File: src/rtl/cook_pkg.sv
// Shared state encoding and default timing constants for the cook controller.
package cook_pkg;

  typedef enum logic [2:0] {
    IDLE,
    PREHEAT,
    COOK,
    PAUSE,
    FINISH
  } cook_state_e;

  localparam int LAMP_CYC_DEF = 3;
  localparam int TICK_DIV_DEF = 1000;

  // Counter width that stays at least one bit even for a count of one.
  function automatic int clog2_min1(input int n);
    return (n > 1) ? $clog2(n) : 1;
  endfunction

endpackage

File: src/rtl/cook_hist_fifo.sv
// Show-ahead history FIFO of completed cook totals; a push into a full FIFO
// overwrites the oldest entry.
module cook_hist_fifo #(
  parameter int TIME_W     = 12,
  parameter int HIST_DEPTH = 8
) (
  input  logic              clk,
  input  logic              reset,
  input  logic              push,
  input  logic [TIME_W-1:0] push_data,
  input  logic              pop,
  output logic [TIME_W-1:0] dout,
  output logic              valid,
  output logic              full
);

  localparam int PTR_W = $clog2(HIST_DEPTH);
  localparam int CNT_W = PTR_W + 1;
  localparam logic [CNT_W-1:0] DEPTH_C = CNT_W'(HIST_DEPTH);

  logic [TIME_W-1:0] mem_q [HIST_DEPTH];
  logic [PTR_W-1:0]  rd_ptr_q, rd_ptr_d;
  logic [PTR_W-1:0]  wr_ptr_q, wr_ptr_d;
  logic [CNT_W-1:0]  count_q, count_d;
  logic              pop_ok;
  logic              drop_oldest;

  // Pop is applied before push, so a full FIFO with both active loses only its head.
  always_comb begin
    valid       = (count_q != '0);
    full        = (count_q == DEPTH_C);
    pop_ok      = pop & valid;
    drop_oldest = push & full & ~pop_ok;
    rd_ptr_d    = rd_ptr_q;
    wr_ptr_d    = wr_ptr_q;
    count_d     = count_q;
    if (pop_ok || drop_oldest) begin
      rd_ptr_d = rd_ptr_q + PTR_W'(1);
    end
    if (push) begin
      wr_ptr_d = wr_ptr_q + PTR_W'(1);
    end
    if (push && !pop_ok && !full) begin
      count_d = count_q + CNT_W'(1);
    end else if (pop_ok && !push) begin
      count_d = count_q - CNT_W'(1);
    end
  end

  always_ff @(posedge clk or posedge reset) begin
    if (reset) begin
      rd_ptr_q <= '0;
      wr_ptr_q <= '0;
      count_q  <= '0;
    end else begin
      rd_ptr_q <= rd_ptr_d;
      wr_ptr_q <= wr_ptr_d;
      count_q  <= count_d;
    end
  end

  always_ff @(posedge clk) begin
    if (push) begin
      mem_q[wr_ptr_q] <= push_data;
    end
  end

  assign dout = valid ? mem_q[rd_ptr_q] : '0;

endmodule

File: src/rtl/cook_controller.sv
// Microwave cook controller: preheat, timed cooking with door pause, and a
// finish phase that logs each completed cook's total time into a history FIFO.
module cook_controller
  import cook_pkg::*;
#(
  parameter int TIME_W     = 12,
  parameter int ADD_SEC    = 60,
  parameter int MAX_SEC    = 3599,
  parameter int TICK_DIV   = TICK_DIV_DEF,
  parameter int NUM_LVL    = 4,
  parameter int HIST_DEPTH = 8,
  parameter int LAMP_CYC   = LAMP_CYC_DEF
) (
  input  logic                       clk,
  input  logic                       reset,
  input  logic                       start,
  input  logic                       add_time,
  input  logic                       cancel,
  input  logic                       door_open,
  input  logic [$clog2(NUM_LVL)-1:0] level,
  input  logic                       hist_rd,
  output logic [NUM_LVL-1:0]         heat,
  output logic                       lamp,
  output logic [TIME_W-1:0]          remaining,
  output logic                       busy,
  output logic                       done,
  output logic                       hist_valid,
  output logic                       hist_full,
  output logic [TIME_W-1:0]          hist_dout
);

  localparam int LVL_W  = $clog2(NUM_LVL);
  localparam int TICK_W = clog2_min1(TICK_DIV);
  localparam int LAMP_W = clog2_min1(LAMP_CYC);
  localparam int EXT_W  = TIME_W + 2;

  localparam logic [TICK_W-1:0]  TICK_LAST = TICK_W'(TICK_DIV - 1);
  localparam logic [LAMP_W-1:0]  LAMP_LAST = LAMP_W'(LAMP_CYC - 1);
  localparam logic [EXT_W-1:0]   ADD_EXT   = EXT_W'(ADD_SEC);
  localparam logic [EXT_W-1:0]   MAX_EXT   = EXT_W'(MAX_SEC);
  localparam logic [LVL_W-1:0]   LVL_MAX   = LVL_W'(NUM_LVL - 1);
  localparam logic [NUM_LVL-1:0] HEAT_LSB  = NUM_LVL'(1);

  cook_state_e       state_q, state_d;
  logic [LAMP_W-1:0] lamp_cnt_q, lamp_cnt_d;
  logic [TICK_W-1:0] tick_cnt_q, tick_cnt_d;
  logic [TIME_W-1:0] remaining_q, remaining_d;
  logic [TIME_W-1:0] total_q, total_d;
  logic [LVL_W-1:0]  level_q, level_d;
  logic              done_q, done_d;
  logic              tick;
  logic              push_hist;

  // Optional one-second decrement plus optional button add, clamped to MAX_SEC.
  function automatic logic [TIME_W-1:0] sat_step(input logic [TIME_W-1:0] base,
                                                 input logic dec,
                                                 input logic inc);
    logic [EXT_W-1:0] sum;
    sum = EXT_W'(base);
    if (dec && (base != '0)) begin
      sum = sum - EXT_W'(1);
    end
    if (inc) begin
      sum = sum + ADD_EXT;
    end
    if (sum > MAX_EXT) begin
      sum = MAX_EXT;
    end
    return sum[TIME_W-1:0];
  endfunction

  always_comb begin
    state_d     = state_q;
    lamp_cnt_d  = lamp_cnt_q;
    tick_cnt_d  = tick_cnt_q;
    remaining_d = remaining_q;
    total_d     = total_q;
    level_d     = level_q;
    done_d      = 1'b0;
    push_hist   = 1'b0;
    tick        = (state_q == COOK) && (tick_cnt_q == TICK_LAST);

    unique case (state_q)
      IDLE: begin
        if ((start || add_time) && !door_open) begin
          state_d     = PREHEAT;
          remaining_d = sat_step('0, 1'b0, 1'b1);
          total_d     = sat_step('0, 1'b0, 1'b1);
          lamp_cnt_d  = '0;
          tick_cnt_d  = '0;
          if (int'(level) > NUM_LVL - 1) begin
            level_d = LVL_MAX;
          end else begin
            level_d = level;
          end
        end
      end

      PREHEAT: begin
        remaining_d = sat_step(remaining_q, 1'b0, add_time);
        total_d     = sat_step(total_q, 1'b0, add_time);
        if (lamp_cnt_q == LAMP_LAST) begin
          state_d    = COOK;
          tick_cnt_d = '0;
        end else begin
          lamp_cnt_d = lamp_cnt_q + LAMP_W'(1);
        end
      end

      // An open door freezes the timer outright, ignoring any add that cycle.
      COOK: begin
        if (door_open) begin
          state_d = PAUSE;
        end else begin
          tick_cnt_d  = tick ? '0 : tick_cnt_q + TICK_W'(1);
          remaining_d = sat_step(remaining_q, tick, add_time);
          total_d     = sat_step(total_q, 1'b0, add_time);
          if (remaining_d == '0) begin
            state_d    = FINISH;
            lamp_cnt_d = '0;
            done_d     = 1'b1;
            push_hist  = 1'b1;
          end
        end
      end

      PAUSE: begin
        remaining_d = sat_step(remaining_q, 1'b0, add_time);
        total_d     = sat_step(total_q, 1'b0, add_time);
        if (start && !door_open) begin
          state_d = COOK;
        end
      end

      FINISH: begin
        if (lamp_cnt_q == LAMP_LAST) begin
          state_d = IDLE;
        end else begin
          lamp_cnt_d = lamp_cnt_q + LAMP_W'(1);
        end
      end

      default: state_d = IDLE;
    endcase

    // Cancel overrides everything, including a finish decided this cycle.
    if (cancel && (state_q != IDLE)) begin
      state_d     = IDLE;
      remaining_d = '0;
      tick_cnt_d  = '0;
      lamp_cnt_d  = '0;
      done_d      = 1'b0;
      push_hist   = 1'b0;
    end
  end

  always_ff @(posedge clk or posedge reset) begin
    if (reset) begin
      state_q     <= IDLE;
      lamp_cnt_q  <= '0;
      tick_cnt_q  <= '0;
      remaining_q <= '0;
      total_q     <= '0;
      level_q     <= '0;
      done_q      <= 1'b0;
    end else begin
      state_q     <= state_d;
      lamp_cnt_q  <= lamp_cnt_d;
      tick_cnt_q  <= tick_cnt_d;
      remaining_q <= remaining_d;
      total_q     <= total_d;
      level_q     <= level_d;
      done_q      <= done_d;
    end
  end

  // Heater drops in the same cycle the door opens or cancel is pressed.
  always_comb begin
    heat = '0;
    if ((state_q == COOK) && !door_open && !cancel) begin
      heat = HEAT_LSB << level_q;
    end
  end

  assign lamp      = (state_q != IDLE);
  assign busy      = (state_q != IDLE);
  assign remaining = remaining_q;
  assign done      = done_q;

  cook_hist_fifo #(
    .TIME_W     (TIME_W),
    .HIST_DEPTH (HIST_DEPTH)
  ) u_hist (
    .clk       (clk),
    .reset     (reset),
    .push      (push_hist),
    .push_data (total_d),
    .pop       (hist_rd),
    .dout      (hist_dout),
    .valid     (hist_valid),
    .full      (hist_full)
  );

endmodule

File: config.mk
export PLATFORM = sky130hd
export DESIGN_NAME = cook_controller
export DESIGN_NICKNAME = d
export VERILOG_FILES = /design/src/rtl/cook_pkg.sv /design/src/rtl/cook_hist_fifo.sv /design/src/rtl/cook_controller.sv
export SDC_FILE = /design/constraint.sdc
export NUM_CORES = 1
export LEC_CHECK = 0
export BUFFER_PORTS_ARGS = -buffer_cell sky130_fd_sc_hd__buf_4
export CORE_UTILIZATION = 62
export DETAILED_ROUTE_END_ITERATION = 10
export PLACE_DENSITY = 0.79
export RECOVER_POWER = 50
export REMOVE_ABC_BUFFERS = 1
export SYNTH_ARGS = -nofsm -noshare
export SYNTH_HDL_FRONTEND = slang
export SYNTH_SLANG_ARGS = --single-unit
File: constraint.sdc
create_clock -name clk -period 7.6 [get_ports clk]
set_input_delay 0.76 -clock clk [delete_from_list [all_inputs] [get_ports clk]]
set_output_delay 0.76 -clock clk [all_outputs]
set_load 0.01 [all_outputs]
==> run_results.csv <==
group,metric,value,unit
worst_setup_path,reg2reg_from,"state_q[1]",
die,io_pins,42,
pwr,leakagePower,3.18,nW
detailed_routing,dr.pass1.iters,5,
worst_setup_path,reg2reg_slack,1360,ps
pwr,total_power,3.12,mW
global_route,first_global_vias,5713,
worst_setup_path,ff2ff_path_depth,18,
synth,netlist_area,7860,µm²
clock_tree,ctsHoldBuffers,0,
placed_design,dp_hpwl,13.2,mm
synth,ys.flop_type,"edfxtp_1",
clock_tree,cts_buffer_depth,2,
finish,area_growth,12.3,%
detailed_routing,vias_per_cell,6.67,
finish,multi_input_area,3430,µm²
sta,hold_violations,0,
sta,finalSetupTns,0,ps
synth,synthCells,695,
sta,rsz0062_at_grt,"false",
pwr,p_per_area,353,nW/µm²
synth,ys_ff_latch,148,
clock_tree,ctsHtreeMaxLevel,4,
placed_design,place.gp.congestion,0.933,
global_route,grt_antenna_before_repair,0,
global_route,grtUsageMet1,39.6,%
worst_setup_path,regToRegEndpoint,"u_hist.count_q[3]",
finish,fin_nets,745,
sta,worst_slew_pin_slew,2850,ps
sta,fmaxAchievable,0.160,GHz
clock_tree,cts_resized,0,
clock_tree,clk_latency,420,ps
placed_design,portBuffers,41,
global_route,use_met3,5.35,%
hold_path,hold_start,"lamp_cnt_q[0]",
detailed_routing,via_count,6044,
synth,yosys_warnings,0,
sta,setup_viol,0,
detailed_routing,drc,0,
sta,slew_headroom,-90.2,%
run,drv_cap,1,
die,rows,40,
die,core_area,12200,µm²
clock_tree,cts_root_buf,"clkbuf_16",
finish,nFillCells,838,
worst_setup_path,crit_type,"flop to flop",
sta,fin_skew,8.00,ps
sta,drv_slew,53,
worst_setup_path,endpoint_kind,"flop",
finish,n_antenna_cell,0,
finish,regArea,4180,µm²
die,die-area,13100,µm²
outcome,violations,"capacitance limit, slew limit",
pwr,ir_drop,206,µV
clock_tree,clkTransAtPathRegs,60,ps
clock_tree,cts_tree,"yes",
global_route,grt.total_usage,32.2,%
worst_setup_path,worstSetupStartpointType,"flop",
synth,synthArstFlopShare,35.1,%
outcome,status,"complete, but fails checks",
global_route,grt_max_degree,53,
detailed_routing,avgRoutedWirePerCell,22.0,µm
clock_tree,cts.sinks,148,
hold_path,hold_class,"flop to flop",
global_route,grt-ovfl-total,0,
hold_path,holdPathStages,1,
die,die_x,115,µm
global_route,grtUsageMet2,57.3,%
synth,synth_edf_count,96,
sta,period_share,82.1,%
global_route,grt_pass1_wl,31.0,mm
synth,ys_seq_area_share,53.2,%
clock_tree,cts_buffers,17,
die,initial_core_util,64.6,%
synth,yosysUniqueCellTypes,74,
clock_tree,post_cts_buffers,0,
die,die_h,115,µm
hold_path,hold_end,"lamp_cnt_q[0]",
global_route,busiest_layer,"met2",
synth,postSynthAreaPerCell,11.3,µm²
sta,period_needed,6240,ps
detailed_routing,drtIter0Drc,635,
detailed_routing,final_antenna_net_count,0,
worst_setup_path,worstPathArrival,6600,ps
worst_setup_path,cp.required,7960,ps
worst_setup_path,cp_max_fo,19,
finish,drive_above_1_share,12.5,%
detailed_routing,wirelength,19.9,mm
-- critical path, cell delays in order (launching register included) --
cell and delay (ps):
dfrtp_1 550, or3b_1 590, nor4_1 840, a31o_2 280
and2_1 170, ha_1 260, nand4_1 220, a31oi_2 350
xnor2_1 100, or4_1 590, nor4_2 410, buf_4 310
nand2_1 160, ha_1 300, a21o_1 180, a21oi_1 220
inv_1 80, or4_1 470, nand3_1 80
-- sequential cells by signal, summed over array words and instances (netlist names) --
| register | cells |
|---|---|
| tick_cnt_q | 10 |
| lamp_cnt_q | 2 |
| u_hist.count_q | 4 |
| level_q | 2 |
| u_hist.rd_ptr_q | 3 |
| u_hist.mem_q | 96 |
| remaining | 12 |
| done | 1 |
| total_q | 12 |
| state_q | 3 |
| u_hist.wr_ptr_q | 3 |
-- through the flow --
step	utilization, %	hold slack [ps]	area (µm²)	setup slack, ps	std cells
4_1_cts	73.7	478	8960	1580	906
5_1_grt	72.6	511	8830	867	906
3_5_place_dp	68.3	469	8300	1580	874
2_1_floorplan	-	451	7700	862	655
3_3_place_gp	68.3	464	8300	1810	874
6_report	72.6	476	8830	1360	906
-- metal layers --
layer,up-vias,share of wire [%]
met1,2991,39
met4,0,3.0
li1,2704,-
met5,-,0
met3,46,6.4
met2,303,52
-- cell usage in the layout (no fill, tap or decap), types with 7 or more instances in the layout --
cell type | netlist | routed
a21oi_1 | 21 | 21
a22o_1 | 8 | 8
a31oi_1 | 8 | 8
and3_1 | 10 | 10
buf_4 | 3 | 15
clkbuf_1 | 32 | 35
clkbuf_16 | 0 | 17
dfrtp_1 | 52 | 52
edfxtp_1 | 96 | 96
ha_1 | 10 | 10
inv_1 | 23 | 23
inv_6 | 0 | 7
mux2i_1 | 16 | 16
mux4_2 | 24 | 24
nand2_1 | 63 | 63
nand2b_1 | 13 | 13
nand3_1 | 15 | 15
nor2_1 | 62 | 62
nor3_1 | 19 | 19
nor4_1 | 11 | 9
o211ai_1 | 7 | 7
o21ai_0 | 42 | 44
or4_1 | 11 | 11
xnor2_1 | 18 | 18
xor2_1 | 7 | 7
-- Yosys cell counts (15+ instances only) --
cell type   n  area share, %
xnor2_1    18            2.0
mux4_2     24            6.9
clkbuf_1   32            1.5
edfxtp_1   96             37
o21ai_0    42            2.7
nor2_1     62            3.0
dfrtp_1    52             17
nor3_1     19            1.2
nand2_1    63            3.0
inv_1      23            1.1
mux2i_1    16            2.0
nand3_1    15           0.95
a21oi_1    21            1.3
-- logic make-up (layout without fill, tap and decap cells) --
group                      Yosys count  count (layout)  share of synthesized area (%)
buffers and inverters               64             107                           3.21
adders and majority gates           13              13                           2.10
and+or+nand+nor                    244             244                           15.5
muxes                               47              47                           9.92
AOI/OAI and AO/OA                  154             154                           13.2
DFF                                148             148                           53.2
xor gates and xnor gates            25              25                           2.79
-- worst max path at each step --
stage / end / slack, ps / startpoint
5_1_grt: u_hist.count_q[3] / 870 / state_q[1]
2_1_floorplan: u_hist.count_q[3] / 860 / remaining[7]
4_1_cts: u_hist.count_q[3] / 1580 / state_q[1]
3_5_place_dp: u_hist.count_q[3] / 1580 / state_q[1]
3_3_place_gp: u_hist.count_q[3] / 1810 / state_q[1]
6_report: u_hist.count_q[3] / 1360 / state_q[1]
-- area by class of cell --
| cell class | count | area share (%) |
|---|---|---|
| inverters | 24 | 1.02 |
| clock inverters | 15 | 2.64 |
| multi-input cells | 483 | 38.9 |
| repair buffers | 51 | 2.85 |
| well taps | 168 | 2.38 |
| flip-flops and latches | 148 | 47.4 |
| clock buffers | 17 | 4.82 |
-- report_power, final --
part / internal (mW) / switching, mW / leakage [nW]
Clock: 0.565 / 0.368 / 0.318
Combinational: 0.425 / 0.646 / 1.35
Sequential: 0.960 / 0.154 / 1.52
Power figures use the tool's default switching activity.
